<file path="config.mk">
export PLATFORM = sky130hd
export DESIGN_NAME = button_pulse_gen
export DESIGN_NICKNAME = d
export VERILOG_FILES = /design/src/rtl/btn_pkg.sv /design/src/rtl/sync_2ff.sv /design/src/rtl/button_pulse_gen.sv
export SDC_FILE = /design/constraint.sdc
export NUM_CORES = 1
export LEC_CHECK = 0
export ABC_AREA = 1
export CORE_UTILIZATION = 35
export DETAILED_ROUTE_END_ITERATION = 8
export DONT_BUFFER_PORTS = 1
export PLACE_DENSITY = 0.51
export SLEW_MARGIN = 5
export SYNTH_ARGS = -nofsm -noshare
export SYNTH_HDL_FRONTEND = slang
export SYNTH_SLANG_ARGS = --single-unit
</file>
<file path="constraint.sdc">
create_clock -name clk -period 1.9 [get_ports clk]
set_clock_uncertainty 0.1 [all_clocks]
set_input_delay 0.38 -clock clk [delete_from_list [all_inputs] [get_ports clk]]
set_output_delay 0.38 -clock clk [all_outputs]
set_load 0.01 [all_outputs]
</file>
<file path="src/rtl/btn_pkg.sv">
// Shared types and helpers for the debounced pushbutton pulse generator.
package btn_pkg;

  typedef enum logic [1:0] {
    IDLE        = 2'd0,
    DEB_PRESS   = 2'd1,
    PRESSED     = 2'd2,
    DEB_RELEASE = 2'd3
  } btn_state_t;

  // One counter serves both debounce and repeat timing, so it is sized for the larger interval.
  function automatic int cnt_width(input int a, input int b);
    int m;
    m = (a > b) ? a : b;
    return $clog2(m);
  endfunction

endpackage

</file>
<file path="src/rtl/sync_2ff.sv">
// Two-flop synchronizer for a single asynchronous input bit; both stages reset to 0.
module sync_2ff (
  input  logic clk,
  input  logic reset,
  input  logic d,
  output logic q
);

  logic meta;

  // NOTE: sequential state uses non-blocking assignments so both stages update from pre-edge values.
  always_ff @(posedge clk or negedge reset) begin
    if (!reset) begin
      meta <= 1'b0;
      q    <= 1'b0;
    end else begin
      meta <= d;
      q    <= meta;
    end
  end

endmodule

</file>
<file path="src/rtl/button_pulse_gen.sv">
// Debounces a raw pushbutton and emits a one-cycle strobe per accepted press.
// Optional auto-repeat while held is enabled by defining BTN_AUTOREPEAT_EN.
module button_pulse_gen
  import btn_pkg::*;
#(
  parameter int DEBOUNCE_CYCLES = 50000,
  parameter int REPEAT_CYCLES   = 5000000
) (
  input  logic clk,
  input  logic reset,
  input  logic btn_in,
  output logic pulse_out,
  output logic btn_level
);

  localparam int            CW       = cnt_width(DEBOUNCE_CYCLES, REPEAT_CYCLES);
  localparam logic [CW-1:0] DEB_LAST = CW'(DEBOUNCE_CYCLES - 1);
  localparam logic [CW-1:0] CNT_MAX  = '1;

  btn_state_t    state_q, state_d;
  logic [CW-1:0] cnt_q, cnt_d;
  logic          btn_s;
  logic          accept;
  logic          rpt_fire;

  sync_2ff u_sync (
    .clk   (clk),
    .reset (reset),
    .d     (btn_in),
    .q     (btn_s)
  );

  // NOTE: every output of this block gets a default first, so no path can infer a latch.
  always_comb begin
    state_d = state_q;
    cnt_d   = cnt_q;
    accept  = 1'b0;
    case (state_q)
      IDLE: begin
        if (btn_s) begin
          state_d = DEB_PRESS;
          cnt_d   = '0;
        end
      end
      DEB_PRESS: begin
        if (!btn_s) begin
          state_d = IDLE;
          cnt_d   = '0;
        end else if (cnt_q >= DEB_LAST) begin
          state_d = PRESSED;
          accept  = 1'b1;
        end else if (cnt_q != CNT_MAX) begin
          cnt_d = cnt_q + 1'b1;
        end
      end
      PRESSED: begin
        if (!btn_s) begin
          state_d = DEB_RELEASE;
          cnt_d   = '0;
        end
      end
      DEB_RELEASE: begin
        if (btn_s) begin
          state_d = PRESSED;
        end else if (cnt_q >= DEB_LAST) begin
          state_d = IDLE;
          cnt_d   = '0;
        end else if (cnt_q != CNT_MAX) begin
          cnt_d = cnt_q + 1'b1;
        end
      end
      default: begin
        state_d = IDLE;
        cnt_d   = '0;
      end
    endcase
  end

`ifdef BTN_AUTOREPEAT_EN
  localparam logic [CW-1:0] RPT_LAST = CW'(REPEAT_CYCLES - 1);

  logic [CW-1:0] rpt_q;
  logic          holding;

  // Repeats only while the button is still seen held; any dip toward release clears the interval.
  assign holding  = (state_q == PRESSED) && btn_s;
  assign rpt_fire = holding && (rpt_q >= RPT_LAST);

  always_ff @(posedge clk or negedge reset) begin
    if (!reset) begin
      rpt_q <= '0;
    end else if (!holding || rpt_fire) begin
      rpt_q <= '0;
    end else begin
      rpt_q <= rpt_q + 1'b1;
    end
  end
`else
  assign rpt_fire = 1'b0;
`endif

  // NOTE: only control state is reset here; there is no memory array needing a reset sweep.
  always_ff @(posedge clk or negedge reset) begin
    if (!reset) begin
      state_q   <= IDLE;
      cnt_q     <= '0;
      pulse_out <= 1'b0;
      btn_level <= 1'b0;
    end else begin
      state_q   <= state_d;
      cnt_q     <= cnt_d;
      pulse_out <= accept | rpt_fire;
      btn_level <= (state_d == PRESSED) || (state_d == DEB_RELEASE);
    end
  end

endmodule

</file>
==> run summary <==
status = finished clean
flip-flop and latch count after synthesis = 29
most frequent cells in the layout = sky130_fd_sc_hd__nand2_1, sky130_fd_sc_hd__nand3_1, sky130_fd_sc_hd__inv_1, sky130_fd_sc_hd__buf_4, sky130_fd_sc_hd__dfrtp_1
most common cell after layout, fill and taps aside = sky130_fd_sc_hd__nand2_1
share of the core filled with cells = 46.01%
Worst Tran Pin Value = 0.4267 ns
Clock Latency Late Sink = 0.29 ns
worst-case clock buffer depth = 2
die height = 79.84 um
Netlist cell types = 24
DRT Pass-1 Iters = 4
critical path class = flop to flop
remaining routing DRC violations = 0
total nets after synthesis = 322
I/O Pins = 5
total of max-cap violations = 0
clock tree from TritonCTS = done
number of global-route vias before repair = 1965
ratio of cells with drive above 1 in the final layout = 24.43%
static leakage = 1.340 nW
synthesized cell area = 2121 um2
Total GRT Usage = 20.29%
initial drt markers = 146
number of inserted filler cells in the final layout = 587
maximum number of pins on one net before global-route repair = 30
Cell Pwr Density = 523.4 nW/um2
final net count = 352
HPWL after DPL = 3834 um
compound-cell area share of the yosys netlist = 1.652%
global-route congestion overflow total = 0
drt total wl = 6086 um
Slew Viols, Final = 0
mean instance size in the synthesized netlist = 6.669 um2
wire length of the first global-routing pass = 9763 um
number of clock sinks seen by CTS = 29
synthesis-to-layout area growth = 23.13%
timing-limited maximum frequency = 0.5632 GHz
element type at the critical path start = flop
Reg clk slew, reported paths = 0.08 ns
total of warnings raised by yosys = 0
share of the synthesized area in the top cell type = 34.22%
area of the core region = 5675 um2
simple-gate share of the synthesized area = 52.80%
DR vias/cell = 4.948
class of the tightest hold or removal check = primary input to flop
setup violators final = 0
final worst-path setup slack = 0.1243 ns
antenna violations before repair = 0
floorplan row count = 27
portion of the post-synthesis area used by sequential elements = 34.22%
maximum fanout encountered on the critical timing path = 12
antenna violation net count after detailed routing = 0
combinational family with the most area after synthesis = simple AND/OR/NAND/NOR gates
min Tclk post-route = 1.776 ns
die area = 6374 um2
Die Wd = 79.84 um
placement-stage worst setup slack = 0.05415 ns
gate count after technology mapping = 318
I/O Buffers = 0
fraction of the cycle the final worst path needs = 93.46%
diode count = 0
final hold violation count = 0
Final GP Congestion = 0.8395
Worst VDD drop = 0.3866 mV
mux cell area share after synthesis = 0%
H-Tree Level Count = 2
overall via count from detail_route = 2078
share of synthesized cell area in full adder, half adder and majority cells = 0.5900%
CP Data Arrival Time = 1.85 ns
Crit path required time = 1.97 ns
starting density of the core = 37.37%
total design power = 1.367 mW
Clk Tree Root Cell = sky130_fd_sc_hd__clkbuf_8
top area cells in the synthesized netlist = sky130_fd_sc_hd__dfrtp_1, sky130_fd_sc_hd__nand2_1, sky130_fd_sc_hd__nand3_1
detailed-route wire length per cell = 14.49 um
library cell with the largest summed area after synthesis = sky130_fd_sc_hd__dfrtp_1
xor and xnor area share after synthesis = 1.652%
worst slew margin relative to its limit = 71.46%
crit end category = flop
TritonCTS buffer count = 5
-- cells in the mapped netlist --
cell                       count
sky130_fd_sc_hd__nand2_4       5
sky130_fd_sc_hd__buf_6         4
sky130_fd_sc_hd__buf_4         1
sky130_fd_sc_hd__and2_1        1
sky130_fd_sc_hd__nand2_1     121
sky130_fd_sc_hd__nand3_4       1
sky130_fd_sc_hd__inv_2         2
sky130_fd_sc_hd__xnor2_1       2
sky130_fd_sc_hd__inv_1        28
sky130_fd_sc_hd__buf_2         4
sky130_fd_sc_hd__nor2_4        3
sky130_fd_sc_hd__ha_1          1
sky130_fd_sc_hd__nand3_1      38
sky130_fd_sc_hd__nand2_2      18
sky130_fd_sc_hd__nand4_1      18
sky130_fd_sc_hd__a21oi_1       1
sky130_fd_sc_hd__xor2_1        2
sky130_fd_sc_hd__o21ai_1       1
sky130_fd_sc_hd__clkbuf_1      2
sky130_fd_sc_hd__nor3_1        2
sky130_fd_sc_hd__nor2_1       22
sky130_fd_sc_hd__dfrtp_1      29
sky130_fd_sc_hd__o21ai_0       5
sky130_fd_sc_hd__nor2_2        7
-- repair_timing --
action	4_1_cts	5_1_grt
gates cloned	0	2
resized for setup	1	17
pin swaps	0	2
hold buffers	2	0
endpoints found under the hold margin	29	0
setup endpoints to repair	1	23
setup buffers	0	2
-- power by group --
group | leakage (nW) | switching [mW] | internal [mW]
sequential | 0.394 | 0.00686 | 0.623
clock | 0.0540 | 0.252 | 0.381
combinational | 0.892 | 0.0736 | 0.0307
total | 1.34 | 0.332 | 1.03
-- flip-flops by register name, indices dropped and copies added (netlist names) --
| name | flops |
|---|---|
| state_q | 2 |
| pulse_out | 1 |
| u_sync.q | 1 |
| cnt_q | 23 |
| u_sync.meta | 1 |
| btn_level | 1 |
-- area by class of cell --
class / instances / area, um2 / area share, %
multi-input cells: 250 / 1305 / 49.98
flip-flops and latches: 29 / 728.2 / 27.89
repair buffers: 32 / 271.5 / 10.40
inverters: 30 / 112.6 / 4.312
well taps: 72 / 90.09 / 3.450
clock buffers: 5 / 68.82 / 2.635
clock inverters: 2 / 35.03 / 1.342
-- critical path, cell delays in order, from the launching register on --
cell	delay (ns)
sky130_fd_sc_hd__dfrtp_1	0.41
sky130_fd_sc_hd__ha_4	0.18
sky130_fd_sc_hd__nand3_1	0.09
sky130_fd_sc_hd__nor2_1	0.12
sky130_fd_sc_hd__nand3_1	0.09
sky130_fd_sc_hd__nand2_2	0.08
sky130_fd_sc_hd__inv_2	0.05
sky130_fd_sc_hd__nand2_4	0.09
sky130_fd_sc_hd__nand2_4	0.08
sky130_fd_sc_hd__nand2_8	0.11
sky130_fd_sc_hd__nand2_8	0.10
sky130_fd_sc_hd__nand2_1	0.11
sky130_fd_sc_hd__nand2_1	0.05
-- routing by layer --
layer	share of wire (%)	wire length [um]	GRT usage, %
met5	0	0	0
met4	1.3	78	4.821
met3	5.9	361	3.543
met2	47	2853	32.74
met1	46	2792	28.01
-- logic make-up after synthesis --
group           count (synthesis)
simple gates                  236
flops                          29
xor+xnor                        4
fa+ha+maj                       1
buf+inv                        41
compound gates                  7
-- per-stage QoR --
| step | TNS [ns] | area (um2) | std cells | hold slack [ns] |
|---|---|---|---|---|
| CTS | 0 | 2477 | 416 | 0.01632 |
| global route | -0.04694 | 2611 | 420 | 0.009815 |
| floorplan | 0 | 2121 | 318 | -0.01559 |
| global placement | 0 | 2341 | 407 | -0.01468 |
| detailed placement | 0 | 2341 | 407 | -0.01473 |
| finish | 0 | 2611 | 420 | 0.02553 |
-- path summary, 6_finish.rpt --
check | from | endpoint | slack [ns] | cells after the start
worst max-delay path | cnt_q[0]$_DFFE_PN0P_ | cnt_q[15]$_DFFE_PN0P_ | 0.12 | 12
worst min-delay path | btn_in | u_sync.meta$_DFF_PN0_ | 0.03 | 0
worst max register to register | cnt_q[0]$_DFFE_PN0P_ | cnt_q[15]$_DFFE_PN0P_ | 0.12 | 12
worst min register to register | u_sync.meta$_DFF_PN0_ | u_sync.q$_DFF_PN0_ | 0.26 | 0
max in group asynchronous | reset | cnt_q[7]$_DFFE_PN0P_ | 1.09 | 2
min in group asynchronous | reset | cnt_q[0]$_DFFE_PN0P_ | 0.42 | 2
Power figures use the tool's default switching activity.
